**config.mk**
```make
export PLATFORM = sky130hd
export DESIGN_NAME = fft_out_serializer
export DESIGN_NICKNAME = d
export VERILOG_FILES = /design/src/rtl/fft_pkg.sv /design/src/rtl/fft_frame_buf.sv /design/src/rtl/fft_out_serializer.sv
export SDC_FILE = /design/constraint.sdc
export NUM_CORES = 1
export LEC_CHECK = 0
export CAP_MARGIN = 0
export CORE_AREA = 5 5 224 226
export CTS_BUF_LIST = sky130_fd_sc_hd__clkbuf_4 sky130_fd_sc_hd__clkbuf_8
export CTS_CLUSTER_DIAMETER = 80
export DETAILED_ROUTE_END_ITERATION = 10
export DIE_AREA = 0 0 229 231
export PLACE_DENSITY_LB_ADDON = 0.2
export SYNTH_ARGS = -nofsm -noshare
export SYNTH_HDL_FRONTEND = slang
export SYNTH_HIERARCHICAL = 1
export SYNTH_SLANG_ARGS = --single-unit
```
**constraint.sdc**
```tcl
create_clock -name clk -period 2.39 [get_ports clk]
set_clock_uncertainty 0.1 [all_clocks]
set_input_delay 0.5975 -clock clk [delete_from_list [all_inputs] [get_ports clk]]
set_output_delay 0.5975 -clock clk [all_outputs]
set_load 0.02 [all_outputs]
```
**src/rtl/fft_pkg.sv**
```systemverilog
// rtl/fft_pkg.sv - shared constants, bank state type and bin-order helper for the 8-point FFT pipeline
//
// Purpose: common definitions for fft_stage_* and fft_out_serializer.
//   FFT_N        default log2 of the data word width (word is 2**FFT_N bits)
//   WORD_W       default data word width
//   FFT_POINTS   points per frame
//   FFT_LOG2     bits of a bin index
//   bank_state_t per-bank occupancy of the output ping-pong buffer
//   bitrev3()    3-bit bit reversal (final-stage output k carries bin bitrev3(k))
package fft_pkg;

  localparam int FFT_N      = 4;
  localparam int WORD_W     = 2 ** FFT_N;
  localparam int FFT_POINTS = 8;
  localparam int FFT_LOG2   = 3;

  typedef enum logic {
    BANK_EMPTY = 1'b0,
    BANK_FULL  = 1'b1
  } bank_state_t;

  function automatic logic [FFT_LOG2-1:0] bitrev3(input logic [FFT_LOG2-1:0] k);
    return {k[0], k[1], k[2]};
  endfunction

endpackage

```
**src/rtl/fft_frame_buf.sv**
```systemverilog
// rtl/fft_frame_buf.sv - one bank of 8 complex words, write-all port and indexed read port
//
// Purpose: storage for one captured FFT frame.
// Ports:
//   clk            in   rising-edge clock
//   rst            in   asynchronous active-low reset (clears all words)
//   wr_en          in   write all 8 complex words this cycle
//   wr_r, wr_i     in   8 packed words, word k at [k*W +: W]
//   rd_idx         in   read slot 0..7
//   rd_r, rd_i     out  word at rd_idx, read combinationally from the registers
module fft_frame_buf
  import fft_pkg::*;
#(
  parameter int W = WORD_W
) (
  input  logic                       clk,
  input  logic                       rst,
  input  logic                       wr_en,
  input  logic [FFT_POINTS*W-1:0]    wr_r,
  input  logic [FFT_POINTS*W-1:0]    wr_i,
  input  logic [FFT_LOG2-1:0]        rd_idx,
  output logic [W-1:0]               rd_r,
  output logic [W-1:0]               rd_i
);

  logic [W-1:0] mem_r [FFT_POINTS];
  logic [W-1:0] mem_i [FFT_POINTS];

  always_ff @(posedge clk or negedge rst) begin
    if (!rst) begin
      for (int k = 0; k < FFT_POINTS; k++) begin
        mem_r[k] <= '0;
        mem_i[k] <= '0;
      end
    end else if (wr_en) begin
      for (int k = 0; k < FFT_POINTS; k++) begin
        mem_r[k] <= wr_r[k*W +: W];
        mem_i[k] <= wr_i[k*W +: W];
      end
    end
  end

  assign rd_r = mem_r[rd_idx];
  assign rd_i = mem_i[rd_idx];

endmodule

```
**src/rtl/fft_out_serializer.sv**
```systemverilog
// rtl/fft_out_serializer.sv - ping-pong capture of FFT final-stage frames, streamed out in natural bin order
//
// Purpose: captures one 8-point complex frame per input handshake into one of two banks,
//   then streams X[0]..X[7] one bin per beat, undoing the bit-reversed order of the final stage.
// Optional feature: FFT_OUT_SCALE_EN, when defined, scales every output word by 1/8 with
//   round-half-up ((x + 4) >>> 3); otherwise output words are the captured words, bit-exact.
// Ports:
//   clk                  in   rising-edge clock
//   rst                  in   asynchronous active-low reset
//   in_valid / in_ready  in/out  frame handshake; in_ready depends on registers and rst only
//   in_0_r..in_7_r       in   real parts of final-stage outputs 0..7 (bit-reversed bin order)
//   in_0_i..in_7_i       in   imaginary parts of final-stage outputs 0..7
//   out_valid/out_ready  out/in  beat handshake
//   out_r, out_i         out  bin value X[out_idx]
//   out_idx              out  natural-order bin index
//   out_last             out  high on the beat with out_idx == 7
module fft_out_serializer
  import fft_pkg::*;
#(
  parameter int N = FFT_N
) (
  input  logic                clk,
  input  logic                rst,
  input  logic                in_valid,
  output logic                in_ready,
  input  logic [2**N-1:0]     in_0_r,
  input  logic [2**N-1:0]     in_1_r,
  input  logic [2**N-1:0]     in_2_r,
  input  logic [2**N-1:0]     in_3_r,
  input  logic [2**N-1:0]     in_4_r,
  input  logic [2**N-1:0]     in_5_r,
  input  logic [2**N-1:0]     in_6_r,
  input  logic [2**N-1:0]     in_7_r,
  input  logic [2**N-1:0]     in_0_i,
  input  logic [2**N-1:0]     in_1_i,
  input  logic [2**N-1:0]     in_2_i,
  input  logic [2**N-1:0]     in_3_i,
  input  logic [2**N-1:0]     in_4_i,
  input  logic [2**N-1:0]     in_5_i,
  input  logic [2**N-1:0]     in_6_i,
  input  logic [2**N-1:0]     in_7_i,
  output logic                out_valid,
  input  logic                out_ready,
  output logic [2**N-1:0]     out_r,
  output logic [2**N-1:0]     out_i,
  output logic [2:0]          out_idx,
  output logic                out_last
);

  localparam int W = 2 ** N;

  bank_state_t          bank_st   [2];
  bank_state_t          bank_st_n [2];
  logic                 wbank, wbank_n;
  logic                 rbank, rbank_n;
  logic [FFT_LOG2-1:0]  cnt, cnt_n;

  logic                 cap;
  logic                 beat;
  logic                 rel;

  logic [FFT_POINTS*W-1:0] wr_r;
  logic [FFT_POINTS*W-1:0] wr_i;
  logic [FFT_LOG2-1:0]     rd_idx;
  logic [W-1:0]            rd_r0, rd_i0, rd_r1, rd_i1;
  logic [W-1:0]            raw_r, raw_i;

  function automatic logic [W-1:0] out_word(input logic [W-1:0] x);
`ifdef FFT_OUT_SCALE_EN
    // One guard bit keeps x + 4 from wrapping near the positive limit.
    logic signed [W:0] t;
    t = $signed({x[W-1], x}) + $signed((W+1)'(4));
    t = t >>> 3;
    return t[W-1:0];
`else
    return x;
`endif
  endfunction

  // Status outputs come only from registered state; rst gates in_ready so a
  // frame offered during reset is never taken.
  assign in_ready  = rst & (bank_st[wbank] == BANK_EMPTY);
  assign out_valid = (bank_st[rbank] == BANK_FULL);

  assign cap  = in_valid & in_ready;
  assign beat = out_valid & out_ready;
  assign rel  = beat & (cnt == 3'd7);

  // Capture and release can coincide only on different banks (capture needs
  // an empty bank, release a full one), so both updates apply independently.
  always_comb begin
    bank_st_n[0] = bank_st[0];
    bank_st_n[1] = bank_st[1];
    wbank_n      = wbank;
    rbank_n      = rbank;
    cnt_n        = cnt;
    if (cap) begin
      bank_st_n[wbank] = BANK_FULL;
      wbank_n          = ~wbank;
    end
    if (rel) begin
      bank_st_n[rbank] = BANK_EMPTY;
      rbank_n          = ~rbank;
    end
    if (beat) begin
      cnt_n = cnt + 3'd1;
    end
  end

  always_ff @(posedge clk or negedge rst) begin
    if (!rst) begin
      bank_st[0] <= BANK_EMPTY;
      bank_st[1] <= BANK_EMPTY;
      wbank      <= 1'b0;
      rbank      <= 1'b0;
      cnt        <= '0;
    end else begin
      bank_st[0] <= bank_st_n[0];
      bank_st[1] <= bank_st_n[1];
      wbank      <= wbank_n;
      rbank      <= rbank_n;
      cnt        <= cnt_n;
    end
  end

  assign wr_r = {in_7_r, in_6_r, in_5_r, in_4_r, in_3_r, in_2_r, in_1_r, in_0_r};
  assign wr_i = {in_7_i, in_6_i, in_5_i, in_4_i, in_3_i, in_2_i, in_1_i, in_0_i};

  // Natural bin cnt lives in slot bitrev3(cnt) of the captured frame.
  assign rd_idx = bitrev3(cnt);

  fft_frame_buf #(.W(W)) u_bank0 (
    .clk    (clk),
    .rst    (rst),
    .wr_en  (cap & ~wbank),
    .wr_r   (wr_r),
    .wr_i   (wr_i),
    .rd_idx (rd_idx),
    .rd_r   (rd_r0),
    .rd_i   (rd_i0)
  );

  fft_frame_buf #(.W(W)) u_bank1 (
    .clk    (clk),
    .rst    (rst),
    .wr_en  (cap & wbank),
    .wr_r   (wr_r),
    .wr_i   (wr_i),
    .rd_idx (rd_idx),
    .rd_r   (rd_r1),
    .rd_i   (rd_i1)
  );

  assign raw_r = rbank ? rd_r1 : rd_r0;
  assign raw_i = rbank ? rd_i1 : rd_i0;

  assign out_r    = out_word(raw_r);
  assign out_i    = out_word(raw_i);
  assign out_idx  = cnt;
  assign out_last = (cnt == 3'd7);

endmodule

```
==> results of run 1 <==
[worst paths after layout]
| check | depth (start not counted) | end | startpoint |
|---|---|---|---|
| worst min register to register | 1 | u_bank0/mem_i[108] | u_bank0/mem_i[108] |
| worst max-delay path | 7 | out_i[3] | out_idx[2] |
| min in group clk | 1 | u_bank0/mem_i[108] | u_bank0/mem_i[108] |
| worst min-delay path | 3 | u_bank0/mem_i[28] | rst |
| worst max register to register | 5 | u_bank1/mem_i[118] | bank_st[0] |
| max in group asynchronous | 4 | out_idx[0] | rst |
[final cells by class]
cell class / count / area, um2 / area share (%)
flip-flops and latches: 519 / 13000 / 42.70
multi-input cells: 760 / 10160 / 33.38
repair buffers: 402 / 4532 / 14.88
clock buffers: 138 / 1768 / 5.806
well taps: 622 / 778.2 / 2.556
clock inverters: 15 / 180.2 / 0.5917
diodes: 6 / 15.01 / 0.04931
inverters: 1 / 11.26 / 0.03698
[worst max-delay path, stage by stage, from the launching register on]
cell and delay [ps]:
dfrtp_4 460, buf_12 150, buf_12 140, buf_12 130
mux4_2 490, mux2_4 270, mux2_4 290, buf_6 140
[repair_timing]
action / in CTS / in global routing
pin swaps: 1 / 0
setup buffers: 19 / 8
cloned: 9 / 0
setup endpoints to repair: 38 / 38
endpoints found under the hold margin: 26 / 2
resized for setup: 282 / 24
hold buffers: 1 / 1
[cell usage in the layout (no fill, tap or decap), drive strengths merged, types with 3 or more instances in the layout]
master,count
dfrtp,519
nand3,4
clkdlybuf4s50,258
nor2,3
mux2,611
clkbuf,138
bufinv,4
nand2,5
mux4,128
clkinv,9
buf,139
diode,6
[power groups by stage]
| stage | clock [mW] | sequential [mW] | combinational [mW] |
|---|---|---|---|
| 3_5_place_dp | 0 | 15.7 | 18.3 |
| 5_1_grt | 9.33 | 16.1 | 21.4 |
| 4_1_cts | 8.90 | 15.6 | 20.4 |
| 3_3_place_gp | 0 | 15.5 | 17.9 |
| 6_report | 8.62 | 15.6 | 20.1 |
| 2_1_floorplan | 0 | 14.6 | 13.6 |
[state kept, by name, summed over array words and instances, names as in the netlist]
name,cells
u_bank0/mem_i,128
u_bank0/mem_r,128
u_bank1/mem_i,128
u_bank1/mem_r,128
out_idx,3
bank_st,2
rbank,1
wbank,1
[cell families (layout without fill, tap and decap cells)]
group,count (synthesis),count (layout)
AOI/OAI and AO/OA,4,4
DFF,519,519
adders and majority gates,2,2
and+or+nand+nor,14,14
buffers and inverters,97,556
muxes,739,739
xor gates and xnor gates,1,1
other,0,6
[metal layers]
layer  routed length (um)  up-vias  track usage (%)
li1                     -     6001                -
met1                24210     7205            28.33
met2                27990      272            35.12
met3                 2857       79            5.694
met4                 1015       14            6.803
met5                   94        -                0
==> impl_metrics.ini, run 1 <==
[die]
initial_core_util_pct = 49.33
rows = 81
core_area_mm2 = 0.04814
die_h_um = 231
ioPinCount = 298
die_w_um = 229
fp.dieArea_mm2 = 0.05290

[detailed_routing]
routed_wl_um = 56170
ant_nets = 0
num_vias = 13570
drt-initial-drc-count = 533
vias_per_cell = 5.510
drtPass1Iterations = 4
wire_per_inst_um = 22.80
drc = 0

[global_route]
grt_pass1_wl_um = 89490
grt_max_degree = 152
antenna_found_initial = 14
grt_usage_pct = 21.45
overflow = 0
grt_pass1_vias = 15540

[yosys]
synth_top_area_share_pct = 54.69
avgSynthCellArea_um2 = 17.26
synth_top_family_by_area = multiplexers
synth_xor_area_share_pct = 0.03688
synth_warnings = 6
synth_nets = 1638
postSynthCellCount = 1376
synth.largest_area_cell = dfrtp_1
synth-simple-area-share_pct = 0.2898
ys_types = 21
synth_fa_ha_area_share_pct = 0.1054
netlist_area_mm2 = 0.02375
synth.area.top_cells = dfrtp_1 55%, mux2_2 29%, mux4_1 8.9%, mux4_2 4.6%, buf_2 1.3%
synth_compound_area_share_pct = 0.1212
yosysMostFrequentCell = mux2_2
muxShareOfSynthArea_pct = 42.42
yosys_most_used_dff = dfrtp_1
async_flop_share_pct = 100.0
synth_seq_cells = 519
ys_seq_area_share_pct = 54.69
synth_edf_count = 0
synth_common_cells = 608 x mux2_2, 519 x dfrtp_1, 80 x mux4_1

[critical_path]
startpoint_type = register
crit_fanout = 7
criticalPathCategory = register to primary output
cp-end-kind = primary output
arrival_ps = 2730
reg2reg_slack_ps = 420
cp.required_ps = 1690

[power]
p_clk_share_pct = 19.5
p_leak_nw = 12.91
netSwitchingFraction_pct = 29.42
finalPower_mw = 44.26
power_frac_seq_pct = 35.2
p_per_area_mw_per_mm2 = 1453
p_int_mw = 31.24
ir_drop_mv = 1.183
switchingPower_mw = 13.02
p_comb_share_pct = 45.3

[clock_tree]
clk_path_buf_depth = 3
insertion_delay_ps = 640
clkTransAtPathRegs_ps = 60
root_buffer = clkbuf_8
cts.sinks = 519
cts_buffers = 88
cts_max_level = 3
tritoncts = built

[cells_and_area]
final_util_pct = 63.26
stdcell_area_mm2 = 0.03045
stdcell_count = 2463
drive_gt1_share_pct = 56.73
nFillCells = 3525
fin_nets = 2034
area_growth_pct = 28.22

[placement]
dp_hpwl_um = 37770
gp_congestion = 0.7798
placedCellCount = 2277
place_ws_ps = -742.7
dpl_cell_area_mm2 = 0.02783
place.port_buffers = 297

[sta]
finalSetupViolCount = 35
fin_crit_sh_pct = 143.4
worst_slack_ps = -1037
hold_ws_ps = 264.6
rsz0062_at_grt = yes
setup-tns-final_ps = -32150
slew_violations = 0
fin_crit_ps = 3427
report.final.hold_viol_count = 0
worst_slew_pin_slew_ps = 863.6
fmax_mhz = 291.8
max_slew_margin_pct = 42.42

[run_status]
violations = setup timing
status = finished with violations

[hold_path]
hold_path_class = input pin to asynchronous set/reset pin

[run]
max_cap_viol_count = 0
Note: power is estimated with default switching activity, not from simulation.
==> run 2, diff against run 1 <==
--- a/config.mk
+++ b/config.mk
@@ -12,6 +12,7 @@
 export DETAILED_ROUTE_END_ITERATION = 10
 export DIE_AREA = 0 0 229 231
 export PLACE_DENSITY_LB_ADDON = 0.2
+export SKIP_LAST_GASP = 1
 export SYNTH_ARGS = -nofsm -noshare
 export SYNTH_HDL_FRONTEND = slang
 export SYNTH_HIERARCHICAL = 1
==> impl_metrics.ini, run 2 (synthesis gave the netlist of run 1 again) <==
[global_route]
antenna_found_initial = 14
grt_max_degree = 152
grt_pass1_vias = 15520
grt_pass1_wl_um = 89440
grt_usage_pct = 21.44
overflow = 0

[critical_path]
arrival_ps = 2740
timing.rr.start = bank_st[0]
criticalPathCategory = register to primary output
crit_fanout = 7
reg2reg_slack_ps = 430
cp.required_ps = 1690
startpoint_type = register
r2r_cells = 5
crit_path_start = out_idx[2]
crit_path_end = out_i[5]
cp-end-kind = primary output
r2r-end = u_bank1/mem_i[118]

[die]
initial_core_util_pct = 49.33
rows = 81
die_h_um = 231
fp.dieArea_mm2 = 0.05290
core_area_mm2 = 0.04814
ioPinCount = 298
die_w_um = 229

[placement]
dpl_cell_area_mm2 = 0.02783
dp_hpwl_um = 37770
place.port_buffers = 297
gp_congestion = 0.7798
place_ws_ps = -742.7
placedCellCount = 2277

[detailed_routing]
routed_wl_um = 56210
ant_nets = 0
vias_per_cell = 5.516
num_vias = 13610
drc = 0
drt-initial-drc-count = 519
wire_per_inst_um = 22.77
drtPass1Iterations = 4

[run_status]
status = finished with violations
violations = setup timing

[sta]
rsz0062_at_grt = yes
hold_ws_ps = 265.6
fin_crit_ps = 3435
worst_slew_pin_slew_ps = 861.9
slew_violations = 0
max_slew_margin_pct = 42.54
fmax_mhz = 291.2
finalSetupViolCount = 35
fin_crit_sh_pct = 143.7
setup-tns-final_ps = -32130
worst_slack_ps = -1045
report.final.hold_viol_count = 0

[power]
p_per_area_mw_per_mm2 = 1454
ir_drop_mv = 1.183
p_leak_nw = 12.96
finalPower_mw = 44.39

[clock_tree]
insertion_delay_ps = 640
cts_buffers = 88
cts.sinks = 519
cts_max_level = 3
root_buffer = clkbuf_8
clk_path_buf_depth = 3
clkTransAtPathRegs_ps = 60
tritoncts = built

[cells_and_area]
stdcell_area_mm2 = 0.03053
final_util_pct = 63.43
stdcell_count = 2468
final_common_cell = mux2_2
drive_gt1_share_pct = 56.74
area_growth_pct = 28.57
layout_common_cells = 549 x mux2_2, 515 x dfrtp_1, 258 x clkdlybuf4s50_1
fin_nets = 2039

[hold_path]
hold_path_class = input pin to asynchronous set/reset pin

[run]
max_cap_viol_count = 0
## run 2: cell types whose count changed in the layout (fill, tap and decap cells not counted)
cell,previous run,this run
buf_12,44,48
buf_4,44,43
buf_6,41,44
bufbuf_16,2,1
mux4_1,2,4
mux4_2,126,124
## run 2: how the worst min path moves through the flow
stage | end | depth (start not counted) | start
3_3_place_gp | bank_st[1] | 1 | rst
3_5_place_dp | bank_st[1] | 1 | rst
6_report | u_bank0/mem_i[28] | 3 | rst
5_1_grt | u_bank0/mem_i[28] | 3 | rst
2_1_floorplan | bank_st[0] | 0 | rst
4_1_cts | bank_st[1] | 2 | rst
## run 2: cell type report
cell class | count | area (um2)
fill | 3513 | 17610
clock inverter | 15 | 180.2
clock buffer | 138 | 1768
antenna | 6 | 15.01
multi-input combinational | 760 | 10170
sequential | 519 | 13000
tap | 622 | 778.2
timing repair buffer | 407 | 4606
inverter | 1 | 11.26
## run 2: power breakdown
group	switching (mW)	internal (mW)	total [mW]
clock network	3.51	5.10	8.62
registers	2.40	13.2	15.6
logic	7.14	13.1	20.2
## run 2: worst max-delay path, stage by stage (launching register included)
cell	delay, ps
dfrtp_4	460
buf_12	160
buf_12	140
buf_8	130
mux4_2	500
mux2_2	280
mux2_4	280
buf_6	140
## run 2: layer usage
layer	up-vias	part of all wire, %	track usage [%]
met5	-	0.18	0
met4	14	1.8	6.784
met3	77	5.2	5.559
met2	288	50	35.09
met1	7226	43	28.41
li1	6008	-	-
## run 2: timing repair
| action | 4_1_cts | 5_1_grt |
|---|---|---|
| hold buffers | 1 | 1 |
| setup endpoints to repair | 38 | 38 |
| pin swaps | 1 | 1 |
| cloned | 9 | 0 |
| setup buffers | 19 | 12 |
| endpoints found under the hold margin | 26 | 2 |
| resized for setup | 279 | 32 |
==> run 3, diff against run 2 <==
--- a/config.mk
+++ b/config.mk
@@ -6,11 +6,11 @@
 export NUM_CORES = 1
 export LEC_CHECK = 0
 export CAP_MARGIN = 0
-export CORE_AREA = 5 5 224 226
+export CORE_AREA = 2 2 221 223
 export CTS_BUF_LIST = sky130_fd_sc_hd__clkbuf_4 sky130_fd_sc_hd__clkbuf_8
 export CTS_CLUSTER_DIAMETER = 80
 export DETAILED_ROUTE_END_ITERATION = 10
-export DIE_AREA = 0 0 229 231
+export DIE_AREA = 0 0 223 225
 export PLACE_DENSITY_LB_ADDON = 0.2
 export SKIP_LAST_GASP = 1
 export SYNTH_ARGS = -nofsm -noshare
==> impl_metrics.ini, run 3 (synthesis gave the netlist of run 1 again) <==
[clock_tree]
cts_max_level = 3
cts.sinks = 519
root_buffer = clkbuf_8
clkTransAtPathRegs_ps = 60
tritoncts = built
insertion_delay_ps = 660
clk_path_buf_depth = 3
cts_buffers = 85

[critical_path]
startpoint_type = register
arrival_ps = 2760
cp.required_ps = 1690
criticalPathCategory = register to primary output
crit_fanout = 6
r2r_cells = 6
cp-end-kind = primary output

[placement]
gp_congestion = 0.7793
place.port_buffers = 297
placedCellCount = 2264
dp_hpwl_um = 37940

[cells_and_area]
fin_nets = 2038
drive_gt1_share_pct = 56.75
layout_common_cells = 550 x mux2_2, 515 x dfrtp_1, 258 x clkdlybuf4s50_1
final_common_cell = mux2_2
area_growth_pct = 28.05
stdcell_count = 2458

[run_status]
status = finished with violations
violations = setup timing

[sta]
finalSetupViolCount = 35
setup-tns-final_ps = -33190
worst_slew_pin_slew_ps = 1191
max_slew_margin_pct = 20.61
fin_crit_sh_pct = 144.5
fmax_mhz = 289.6
report.final.hold_viol_count = 0
slew_violations = 0
worst_slack_ps = -1064
fin_crit_ps = 3454
rsz0062_at_grt = yes

[die]
die_w_um = 223
initial_core_util_pct = 49.95
fp.dieArea_mm2 = 0.05018
rows = 80
ioPinCount = 298
die_h_um = 225
core_area_mm2 = 0.04755

[power]
p_leak_nw = 12.90
finalPower_mw = 44.12
p_int_mw = 30.89
p_per_area_mw_per_mm2 = 1451
power_frac_seq_pct = 35.3
p_comb_share_pct = 46.3
switchingPower_mw = 13.23
netSwitchingFraction_pct = 29.98
ir_drop_mv = 0.8531
p_clk_share_pct = 18.4

[detailed_routing]
met2_length_um = 27940
vias_per_cell = 5.530
num_vias = 13590
ant_nets = 0
highest_layer = met5
wire_per_inst_um = 23.15
drt-met1-wl_um = 24550
met3_length_um = 2896
drt-initial-drc-count = 631
drtPass1Iterations = 5
drc = 0
routed_wl_um = 56900

[global_route]
antenna_found_initial = 12
overflow = 0
grt_pass1_wl_um = 88980
grt_usage_pct = 23.24
grt_pass1_vias = 15200
grt_max_degree = 194

[run]
max_cap_viol_count = 0

[hold_path]
hold_path_class = input pin to asynchronous set/reset pin
run 3: cell types whose count changed in the layout (fill, tap and decap cells not counted), sizes merged:
cell,change
buf,+3
bufbuf,-1
bufinv,-3
clkbuf,-4
clkdlybuf4s15,-1
clkinv,+3
clkinvlp,+1
diode,-1
dlymetal6s4s,-1
inv,+1
run 3: final cells by class:
class,count,area [um2]
antenna,5,12.51
clock buffer,132,1698
inverter,1,11.26
timing repair buffer,409,4638
clock inverter,17,121.4
tap,615,769.5
fill,3491,17130
multi-input combinational,760,10160
sequential,519,13000
run 3: metal layers:
layer | global-route usage (%) | up-vias
li1 | - | 6001
met1 | 30.54 | 7163
met2 | 37.79 | 307
met3 | 5.880 | 107
met4 | 8.227 | 14
met5 | 0 | -
run 3: stage by stage:
| step | setup WS, ps | hold WS (ps) | utilization, % | instance area, um2 |
|---|---|---|---|---|
| 2_1_floorplan | -159.3 | 201.9 | - | 23730 |
| 3_3_place_gp | -782.5 | 292.8 | 58.42 | 27770 |
| 3_5_place_dp | -797.1 | 292.8 | 58.42 | 27770 |
| 4_1_cts | -1135 | 142.4 | 63.61 | 30240 |
| 5_1_grt | -1163 | 175.0 | 63.96 | 30410 |
| 6_report | -1064 | 204.8 | 63.96 | 30410 |
run 3: path summary, 6_finish.rpt:
| path | startpoint | to | slack (ps) |
|---|---|---|---|
| max in group asynchronous | rst | u_bank0/mem_r[88] | 520 |
| worst min-delay path | rst | u_bank0/mem_i[125] | 200 |
| worst max-delay path | out_idx[2] | out_r[7] | -1060 |
| min in group clk | u_bank0/mem_i[108] | u_bank0/mem_i[108] | 400 |
| worst max register to register | wbank | u_bank0/mem_i[98] | 370 |
| worst min register to register | u_bank0/mem_i[108] | u_bank0/mem_i[108] | 400 |
run 3: power groups by stage:
stage	clock network [mW]	logic (mW)	registers, mW
after floorplan	0	13.6	14.6
after global placement	0	17.9	15.5
after detailed placement	0	18.3	15.7
after CTS	8.39	20.0	15.5
after global routing	8.75	21.7	16.1
final	8.12	20.4	15.6
run 3: critical path, cell delays in order, from the launching register on:
cell and delay, ps:
dfrtp_4 450, buf_12 160, buf_12 150, buf_12 130, mux4_2 510, mux2_2 270, mux2_4 270, buf_6 130
run 3: timing repair:
| action | CTS | global route |
|---|---|---|
| setup buffers | 23 | 10 |
| gates cloned | 10 | 2 |
| hold endpoints to repair | 8 | 0 |
| endpoints found under the setup margin | 38 | 37 |
| hold buffers | 1 | 0 |
| resized for setup | 247 | 46 |
